## config.mk

```make
export PLATFORM = sky130hd
export DESIGN_NAME = pt_write_port
export DESIGN_NICKNAME = d
export VERILOG_FILES = /design/src/rtl/mem_pkg.sv /design/src/rtl/pt_fifo.sv /design/src/rtl/pt_write_port.sv
export SDC_FILE = /design/constraint.sdc
export NUM_CORES = 1
export LEC_CHECK = 0
export ABC_AREA = 1
export BUFFER_PORTS_ARGS = -buffer_cell sky130_fd_sc_hd__buf_2
export CAP_MARGIN = 20
export CORE_MARGIN = 5
export CORE_UTILIZATION = 45
export DETAILED_ROUTE_END_ITERATION = 12
export GPL_ROUTABILITY_DRIVEN = 0
export PLACE_DENSITY_LB_ADDON = 0.15
export SYNTH_ARGS = -nofsm -noshare
export SYNTH_HDL_FRONTEND = slang
export SYNTH_SLANG_ARGS = --single-unit
```

## constraint.sdc

```tcl
create_clock -name clk -period 4.8 [get_ports clk]
set_clock_uncertainty 0.15 [all_clocks]
set_input_delay 1.2 -clock clk [delete_from_list [all_inputs] [get_ports clk]]
set_output_delay 1.2 -clock clk [all_outputs]
set_load 0.01 [all_outputs]
```

## src/rtl/mem_pkg.sv

```systemverilog
// mem_pkg: shared frame-store geometry, ZBT timing, lane constants and pixel entry type
package mem_pkg;
  localparam int H_ACTIVE = 640;
  localparam int V_ACTIVE = 480;
  localparam int ZBT_WR_LAT = 2;
  localparam int PIXEL_W = 18;
  localparam int MEM_ADDR_W = 19;
  localparam logic [3:0] BWE_LO = 4'b0011;
  localparam logic [3:0] BWE_HI = 4'b1100;
  typedef struct packed {
    logic bank;
    logic [8:0] y;
    logic [9:0] x;
    logic [PIXEL_W-1:0] pixel;
  } pt_entry_t;
  typedef enum logic {IDLE, ISSUE} issue_state_t;
endpackage

```

## src/rtl/pt_fifo.sv

```systemverilog
// pt_fifo: show-ahead synchronous FIFO with occupancy count and same-cycle push/pop
module pt_fifo #(
  parameter int DEPTH = 8,
  parameter int WIDTH = 38
)(
  input  logic clk,
  input  logic reset_n,
  input  logic push,
  input  logic pop,
  input  logic [WIDTH-1:0] din,
  output logic [WIDTH-1:0] dout,
  output logic [$clog2(DEPTH):0] count
);
  localparam int AW = $clog2(DEPTH);
  logic [WIDTH-1:0] mem [DEPTH];
  logic [AW-1:0] wp, rp;
  logic wr, rd;
  assign rd = pop && count != '0;
  assign wr = push && (count < (AW+1)'(DEPTH) || rd);
  assign dout = mem[rp];
  always_ff @(posedge clk)
    if (wr) mem[wp] <= din;
  always_ff @(posedge clk) begin
    if (!reset_n) begin
      wp <= '0;
      rp <= '0;
      count <= '0;
    end else begin
      if (wr) wp <= wp + 1'b1;
      if (rd) rp <= rp + 1'b1;
      count <= count + (AW+1)'(wr) - (AW+1)'(rd);
    end
  end
endmodule

```

## src/rtl/pt_write_port.sv

```systemverilog
// pt_write_port: clips and queues transformed pixels, issues them as ZBT half-word writes
module pt_write_port #(
  parameter int DEPTH = 8,
  parameter int H_ACTIVE = mem_pkg::H_ACTIVE,
  parameter int V_ACTIVE = mem_pkg::V_ACTIVE,
  parameter int WR_LAT = mem_pkg::ZBT_WR_LAT
)(
  input  logic clk,
  input  logic reset_n,
  input  logic pt_wr,
  input  logic [9:0] pt_x,
  input  logic [8:0] pt_y,
  input  logic [17:0] pt_pixel_write,
  output logic ptflag,
  input  logic frame_swap,
  input  logic mem_grant,
  output logic [18:0] mem_addr,
  output logic mem_we,
  output logic [3:0] mem_bwe,
  output logic [35:0] mem_wdata,
  output logic mem_wdata_oe,
  output logic bank,
  output logic overflow,
  output logic [15:0] clip_count
);
  import mem_pkg::*;
  localparam int CW = $clog2(DEPTH) + 1;
  pt_entry_t head, entry;
  issue_state_t state;
  logic [CW-1:0] count, next_count;
  logic in_range, want, pop, push;
  logic [WR_LAT-1:0] pv;
  logic [35:0] pd [WR_LAT];
  logic [35:0] wdata;
  assign in_range = pt_x < 10'(H_ACTIVE) && pt_y < 9'(V_ACTIVE);
  assign want = pt_wr && in_range;
  // reset_n gating makes a mid-burst reset silence the bus in the very cycle it is sampled
  assign pop = reset_n && state == ISSUE && mem_grant;
  assign push = want && (count < CW'(DEPTH) || pop);
  assign next_count = count + CW'(push) - CW'(pop);
  assign entry = '{bank: bank, y: pt_y, x: pt_x, pixel: pt_pixel_write};
  assign wdata = head.x[0] ? {head.pixel, 18'd0} : {18'd0, head.pixel};
  assign mem_we = pop;
  assign mem_addr = pop ? {head.bank, head.y, head.x[9:1]} : '0;
  assign mem_bwe = pop ? (head.x[0] ? BWE_HI : BWE_LO) : '0;
  assign mem_wdata = pd[WR_LAT-1];
  assign mem_wdata_oe = reset_n && pv[WR_LAT-1];
  pt_fifo #(.DEPTH(DEPTH), .WIDTH($bits(pt_entry_t))) u_fifo (
    .clk(clk),
    .reset_n(reset_n),
    .push(push),
    .pop(pop),
    .din(entry),
    .dout(head),
    .count(count)
  );
  always_ff @(posedge clk) begin
    if (!reset_n) begin
      state <= IDLE;
      ptflag <= 1'b0;
      bank <= 1'b0;
      overflow <= 1'b0;
      clip_count <= '0;
      pv <= '0;
      for (int i = 0; i < WR_LAT; i++) pd[i] <= '0;
    end else begin
      state <= next_count != '0 ? ISSUE : IDLE;
      ptflag <= next_count <= CW'(DEPTH - 2);
      bank <= bank ^ frame_swap;
      overflow <= overflow | (want && !push);
      if (pt_wr && !in_range && clip_count != 16'hFFFF) clip_count <= clip_count + 16'd1;
      pv[0] <= pop;
      pd[0] <= pop ? wdata : '0;
      for (int i = 1; i < WR_LAT; i++) begin
        pv[i] <= pv[i-1];
        pd[i] <= pd[i-1];
      end
    end
  end
endmodule
```

# Word level (Yosys, flattened, before mapping)
# Memories as Yosys holds them, arrays and structs flattened. A register that Yosys moved wholly into a read port is not among the register bits.
# Index checks and enable logic that the tools add are counted.
# W data, S select, Z words.
[classes]
n_bitwise = 4
add_sub_neg = 7
n_eq_ne = 1
muxes = 14
order_cmp = 4
n_reduce_logical = 17
[op_table]
columns = ["op", "n"]
rows = [
  ["$mux W36", 4],
  ["$mux W19", 1],
  ["$add A16 B1 Y16 const B", 1],
  ["$ne A16 B16 Y1 const B", 1],
  ["$logic_and A1 B1 Y1", 11],
  ["$lt A10 B10 Y1 const B", 1],
  ["$lt A9 B9 Y1 const B", 1],
  ["$add A4 B1 Y4", 2],
  ["$mux W4", 2],
  ["$reduce_bool A4 Y1", 2],
  ["$sub A4 B1 Y4", 2],
  ["$add A3 B1 Y3 const B", 2],
  ["$mux W3", 2],
  ["$mux W1", 5],
  ["$le A4 B3 Y1 const B", 1],
  ["$lt A4 B4 Y1 const B", 1],
  ["$or A1 B1 Y1", 3],
  ["$logic_not A1 Y1", 2],
  ["$logic_or A1 B1 Y1", 2],
  ["$xor A1 B1 Y1", 1],
]
[totals]
reg_bits = 32
ram_bits = 376
n_memories = 2
out_inout_bits = 80
[mem_list]
columns = ["name", "depth", "width", "rd", "rd_ports_with_merged_regs", "write_ports", "line_no", "source"]
rows = [
  ["u_fifo.mem", 8, 38, 1, 1, 1, "pt_fifo.sv:15", "logic [WIDTH-1:0] mem [DEPTH];"],
  ["pd", 2, 36, 2, 0, 2, "pt_write_port.sv:33", "logic [35:0] pd [WR_LAT];"],
]

# Logic depth before layout (Yosys ltp)
# Gate-level depths: netlist of the first run.
[depth]
ltp_word = 8
ltp_mapped = 15
depth_no_buf = 14

# By module
# Synthesis of the first run repeated with hierarchy kept, for this count alone.
[hier_totals]
cells_unflattened = 1523
area_unflattened_um2 = 16296.9
[modules_own_cells]
columns = ["module", "area_each_um2", "n_inst", "cells_per_inst"]
rows = [
  ["pt_fifo", 12564.6, 1, 1025],
  ["pt_write_port", 3732.3, 1, 498],
]

# Least setup slack after synthesis of the first run
# OpenSTA, ideal clock, no wires.
[synth_path]
kind = "input to register"
startpoint = "input port reset_n"
endpoint = "memory u_fifo.mem[0][0] (enable)"
path_buffers = 1
required_time_ns = 4.217
setup_slack_ns = 0.586
arrival_time_ns = 3.630
stages = 9
setup_ns = 0.433
cell_sequence = "buf_2 nand3_2 inv_2 nand2_1 nand2_1 nand2_1 inv_2 nand2_1 nor2_1"
[synth_between]
elab_chain_cells = 7
word_cells_on_any_way = 9
classes_between = "mux: 2; reduce/logical: 7"
[synth_rtl]
columns = ["element", "line_no", "source"]
rows = [
  ["start: declaration", "pt_write_port.sv:9", "input logic reset_n,"],
  ["$logic_and A1 B1 Y1 * (2 in a row)", "pt_write_port.sv:38", "assign pop = reset_n && state == ISSUE && mem_grant;"],
  ["$logic_or A1 B1 Y1 or $logic_and A1 B1 Y1 (tied branches)", "pt_write_port.sv:39, pt_fifo.sv:18", ""],
  ["$logic_and A1 B1 Y1 or $logic_or A1 B1 Y1 (tied branches)", "pt_write_port.sv:39, pt_fifo.sv:19", ""],
  ["$logic_and A1 B1 Y1 *", "pt_fifo.sv:19", "assign wr = push && (count < (AW+1)'(DEPTH) || rd);"],
  ["$mux W1 *", "pt_fifo.sv:22", "if (wr) mem[wp] <= din;"],
  ["$mux W1 (not written as such) *", "pt_fifo.sv:22", ""],
  ["end: declaration", "pt_fifo.sv:15", ""],
]
# Every way passes the cells marked *; elsewhere a longest branch is shown, timed or not.

==> out/summary.txt, run 1 <==
Min-Delay Path Class = register to register
Core area = 34,710 um2
Fin crit period = 3.988 ns
Area grow syn2layout = 14.18%
Critical Path AT = 2.64 ns
H-tree depth = 2
WS Path Type = register to primary output
Post-CTS Repair Setup Buffers = 0
DIE WIDTH = 197.9 um
Synth unique cells = 34
Cts hold-fix bufs = 0
Clock Path Buffers = 3
Max-slew violations = 0
Worst path required time = 3.45 ns
CTS clk-pin slew, worst paths = 0.06 ns
Least-Margin Pin Slew = 0.8372 ns
Share of the synthesized area in the top cell type = 57.46%
RSZ-0062 raised after global routing = no
Initial DRC count = 550
Post-route DRC violation count = 0
Yosys warns = 0
Yosys top cell by area = edfxtp_1
Cell at the slowest stage of the critical path = dfxtp_4
Via count = 9,962
CP Buf/Inv Count = 2
FMAX = 250.7 MHz
Initial Util = 45.77%
Vias in the first global route = 9,436
Routed WL per cell = 17.87 um
DP HPWL = 20,190 um
Synth top area cells = edfxtp_1, dfxtp_1, nor2_1, o21ai_0, nand2_1
DRT Wirelength = 34,990 um
Nets = 1,522
Largest net degree at the start of global routing = 77
Total GRT Usage = 17.46%
Initial antenna violation count = 5
Final critical-path share of the clock period = 83.09%
Boundary Pins = 122
Worst setup SP type = register
Vias/cell = 5.088
Net count after synthesis = 1,438
Synth Instances = 1,383
TritonCTS Sinks = 411
Seq/Total Area, Yosys = 70.94%
Placed cells = 1,876
Layout Cells excl Fill = 1,958
CP top delay family = flip-flops
Post-route ant nets = 0
Status = finished, final reports clean
Initial DRT Pass Iterations = 5
Slew margin rel. = 44.19%
Synthesized cell area = 15,890 um2
Max-cap violations = 0
Layout cell share with drive strength beyond 1 = 15.46%
Worst Setup End Kind = primary output
Core Rows = 68
Clock Latency Late Sink = 0.53 ns
Cell chain of the critical path = buf_4, o21ai_0, o211ai_1, nand2_1, nor2_1, buf_2
Setup_tns = 0 ns
Global-route wire length before repair = 54,050 um
Die height = 197.9 um
Final Util = 52.26%
Final hold viol count = 0
CTS buffer count = 44
Final Setup Violations = 0
Critical Path Max Stage Delay = 0.70 ns
I/O Buffers = 121
Crit-path max FO = 48
Worst vdd ir = 275.2 uV
CTS tree = yes
FF+latch count, synth = 411
Syn_area_per_cell = 11.49 um2
Leakage power = 6.895 nW
Power Density = 447.9 nW/um2
CTS resizes = 0
Root Driver = clkbuf_16
Die footprint = 39,160 um2
Total grt overflow = 0
worst reg2reg max path, cell delays in order (launching register included):
cell and delay (ns):
dfxtp_1 0.40, inv_1 0.06, ha_1 0.19, nand3_1 0.08, nand2_1 0.09, nand2_1 0.13, nand2_1 0.12, inv_2 0.10
nand2_1 0.21, nor2_4 0.57, buf_12 0.24
metal layers:
metal  routed length (um)  GRT usage (%)  part of all wire [%]  vias up
li1                     -              -                     -     4879
met5                   27              0                 0.077        -
met1                16100          25.16                    46     4808
met4                  480          3.826                   1.4        4
met2                16550          28.26                    47      230
met3                 1832          2.825                   5.2       41
synthesized netlist by cell type:
cell type,n
o22ai_1,37
clkinv_1,1
nor2_1,318
nand2_4,1
ha_1,11
edfxtp_1,304
nand3_2,2
xnor2_1,1
buf_6,4
buf_4,42
dfxtp_1,107
and3_1,1
buf_2,35
o21ai_0,160
nand2_1,128
inv_4,1
nand3_1,23
fa_1,2
o21ai_1,20
nand4_1,3
nand3_4,1
inv_2,3
a31oi_1,2
nor2_2,2
buf_1,5
nor3_1,2
xor2_1,4
inv_1,82
o21ai_2,1
clkbuf_1,22
o211ai_1,37
nand2_2,1
a21oi_1,19
nor2_4,1
sequential cells by signal, indices dropped and copies added (netlist names), 2 cells and up, named ones only:
signal,count
u_fifo.mem,304
pd,72
clip_count,16
u_fifo.count,4
u_fifo.rp,3
u_fifo.wp,3
pv,2
worst paths after layout:
| kind | from | end | slack (ns) | depth (start not counted) |
|---|---|---|---|---|
| worst min register to register | pv[0] | pv[1] | 0.25 | 2 |
| worst max-delay path | register | mem_addr[18] | 0.81 | 6 |
| worst min-delay path | pv[0] | pv[1] | 0.25 | 2 |
| worst max register to register | u_fifo.count[3] | u_fifo.mem[0][31] | 2.17 | 10 |
report_power, final:
| part | internal (W) | switching, W |
|---|---|---|
| sequential | 0.00395 | 0.0000612 |
| combinational | 0.000301 | 0.000656 |
| clock | 0.00186 | 0.00130 |
| total | 0.00611 | 0.00202 |
cell type report:
class                           instances  area (um2)
Antenna cell                            2       5.005
Clock buffer                           61        1239
Clock inverter                         19       126.4
Fill cell                            3045       16570
Inverter                               87       329.1
Multi-Input combinational cell        777        3711
Sequential cell                       411       11280
Tap cell                              455       569.3
Timing Repair Buffer                  146       880.8
cells by family after synthesis:
family,count (synthesis),share of synthesized area [%]
AOI/OAI and AO/OA,276,9.608
xor gates and xnor gates,5,0.2756
adders and majority gates,13,1.118
buffers and inverters,195,6.080
DFF,411,70.94
and+or+nand+nor,483,11.98
placed cells by master, fill, tap and decap left out, types with 2 or more instances in the layout:
master,Yosys,layout
edfxtp_1,304,304
dfxtp_4,0,2
nand2_1,128,128
nand3_1,23,23
o22ai_1,37,37
nand3_2,2,2
buf_2,35,121
inv_2,3,3
buf_4,42,18
o21ai_0,160,160
nor2_2,2,2
nor2_4,1,9
clkbuf_8,0,3
ha_1,11,11
xor2_1,4,4
a21oi_1,19,19
dfxtp_1,107,104
fa_1,2,2
nor2_1,318,310
nand4_1,3,3
nor3_1,2,2
buf_12,0,7
clkbuf_1,22,11
diode_2,0,2
inv_1,82,82
a31oi_1,2,2
clkinv_2,0,9
o211ai_1,37,37
clkbuf_16,0,46
clkinv_1,1,8
o21ai_1,20,20
metrics by stage:
| step | total power (W) | worst slack, ns | hold WS [ns] | area, um2 |
|---|---|---|---|---|
| 3_3_place_gp | 0.005044 | 1.100 | 0.2475 | 16770 |
| 6_report | 0.008125 | 0.8117 | 0.2518 | 18140 |
| 5_1_grt | 0.008487 | 0.6573 | 0.2701 | 18140 |
| 2_1_floorplan | 0.004732 | 0.5864 | 0.2405 | 15890 |
| 4_1_cts | 0.008212 | 0.7906 | 0.2596 | 18130 |
| 3_5_place_dp | 0.005054 | 1.017 | 0.2464 | 16770 |
Power figures use the tool's default switching activity.
==> inputs of run 2 (changes only) <==
clock period = 3.3 ns   (was 4.8 ns; I/O delays follow)
==> run 2 against run 1 <==
Against the previous run:
- register-to-register slack lost 1.3 ns
- global-route usage is essentially flat
- flip-flop and latch count is the same
- critical endpoint is now mem_addr[0]
- worst hold slack gained 0.0040 ns
- largest cell class unchanged
- first-iteration DRC count shrank 6.0%
- critical path type unchanged
==> out/summary.txt, run 2 (synthesized netlist as in run 1, its figures left out) <==
Status = finished, final reports clean
Max-slew violations = 0
Biggest regs = u_fifo.mem (304), pd (72), clip_count (16)
Most frequent cells in the layout = nor2_1, edfxtp_1, o21ai_0
Die footprint = 39,160 um2
Vias/cell = 5.049
TritonCTS Sinks = 411
Final Setup Violations = 0
Pre-CTS WS = 0.2073 ns
Initial DRT Pass Iterations = 5
# fillers = 3,061
H-tree depth = 2
DIE WIDTH = 197.9 um
Max-cap violations = 0
Power Density = 665.7 nW/um2
Final non-filler cell area = 18,390 um2
N_diodes = 0
DRT Wirelength = 34,540 um
Core area = 34,710 um2
Worst path required time = 2.32 ns
Max reg flops = 304
Worst Setup End Kind = primary output
FMAX = 314.1 MHz
Worst vdd ir = 417.2 uV
Crit-path max FO = 113
Initial antenna violation count = 3
CTS clk-pin slew, worst paths = 0.06 ns
Nets = 1,531
Die height = 197.9 um
Fin crit period = 3.183 ns
DP HPWL = 20,740 um
Top reg by flops = u_fifo.mem
Commonest non-fill, non-tap cell in the layout = nor2_1
I/O Buffers = 121
Worst R2R Setup Slack = 0.90 ns
Largest net degree at the start of global routing = 114
DP Area = 16,900 um2
Post-route ant nets = 0
Register Area = 11,280 um2
CTS tree = yes
Initial DRC count = 517
Clock Latency Late Sink = 0.56 ns
WS Path Type = register to primary output
Hold Path Cell Cnt = 2
Layout cell share with drive strength beyond 1 = 16.04%
Final hold viol count = 0
CTS buffer count = 44
Post-route DRC violation count = 0
Boundary Pins = 122
Global-route wire length before repair = 53,940 um
Area grow syn2layout = 15.75%
Via count = 9,916
Final critical-path share of the clock period = 96.47%
Total grt overflow = 0
Total GRT Usage = 17.47%
Vias in the first global route = 9,558
Slew margin rel. = 60.87%
Footprint of the multi-input gates = 3711 um2
Worst setup SP type = register
Root Driver = clkbuf_16
Min-Delay Path Class = register to register
Core Rows = 68
Post-CTS Repair Setup Buffers = 0
Routed WL per cell = 17.59 um
Initial Util = 45.77%
Least-Margin Pin Slew = 0.5869 ns
Clock Path Buffers = 3
Critical Path AT = 2.21 ns
Worst-case reg-to-reg path depth = 10
Leakage power = 7.002 nW
RSZ-0062 raised after global routing = yes
Setup ws final = 0.1166 ns
## run 2: metrics by stage
stage	TNS, ns	total power [W]	util, %	std cells	hold WS (ns)
after floorplan	-81.87	0.006884	-	1383	0.2405
after global placement	0	0.007360	48.68	1885	0.2455
after detailed placement	0	0.007377	48.68	1885	0.2453
after CTS	0	0.01238	52.94	1964	0.2512
after global routing	-0.02722	0.01277	52.98	1964	0.2761
final	0	0.01224	52.98	1964	0.2558
## run 2: what timing repair did
action,4_1_cts,5_1_grt
setup endpoints to repair,0,7
gates resized for setup,0,3
hold buffers,0,0
hold endpoints to repair,0,0
## run 2: path summary, 6_finish.rpt
path	to	startpoint
worst max register to register	u_fifo.mem[4][27]	u_fifo.count[3]
worst min-delay path	pd[0][38]	pd[0][2]
worst max-delay path	mem_addr[0]	register
worst min register to register	pd[0][38]	pd[0][2]
## run 2: final cells by class
cell class                 instances  area share (%)
tap                              455           3.096
inverter                          87           1.803
clock inverter                    19           1.238
multi-input combinational        777           20.18
timing repair buffer             155           5.559
sequential                       411           61.34
clock buffer                      60           6.790
## run 2: per-layer routing
layer | vias up | part of all wire (%) | track usage [%]
li1 | 4903 | - | -
met1 | 4766 | 47 | 25.14
met2 | 181 | 45 | 27.25
met3 | 60 | 4.8 | 3.658
met4 | 6 | 2.1 | 4.693
met5 | - | 0.13 | 0
## run 2: worst max-delay path, cell delays in order (launching register included)
cell and delay, ns:
dfxtp_4 0.37, buf_16 0.33, o21ai_0 0.16, o211ai_1 0.26, nand2_1 0.08, nor2_1 0.16
buf_2 0.17
## run 2: power by group
group / internal (W) / switching [W] / leakage [nW]
Clock: 0.00304 / 0.00195 / 0.722
Sequential: 0.00575 / 0.0000674 / 3.61
Combinational: 0.000455 / 0.000986 / 2.67
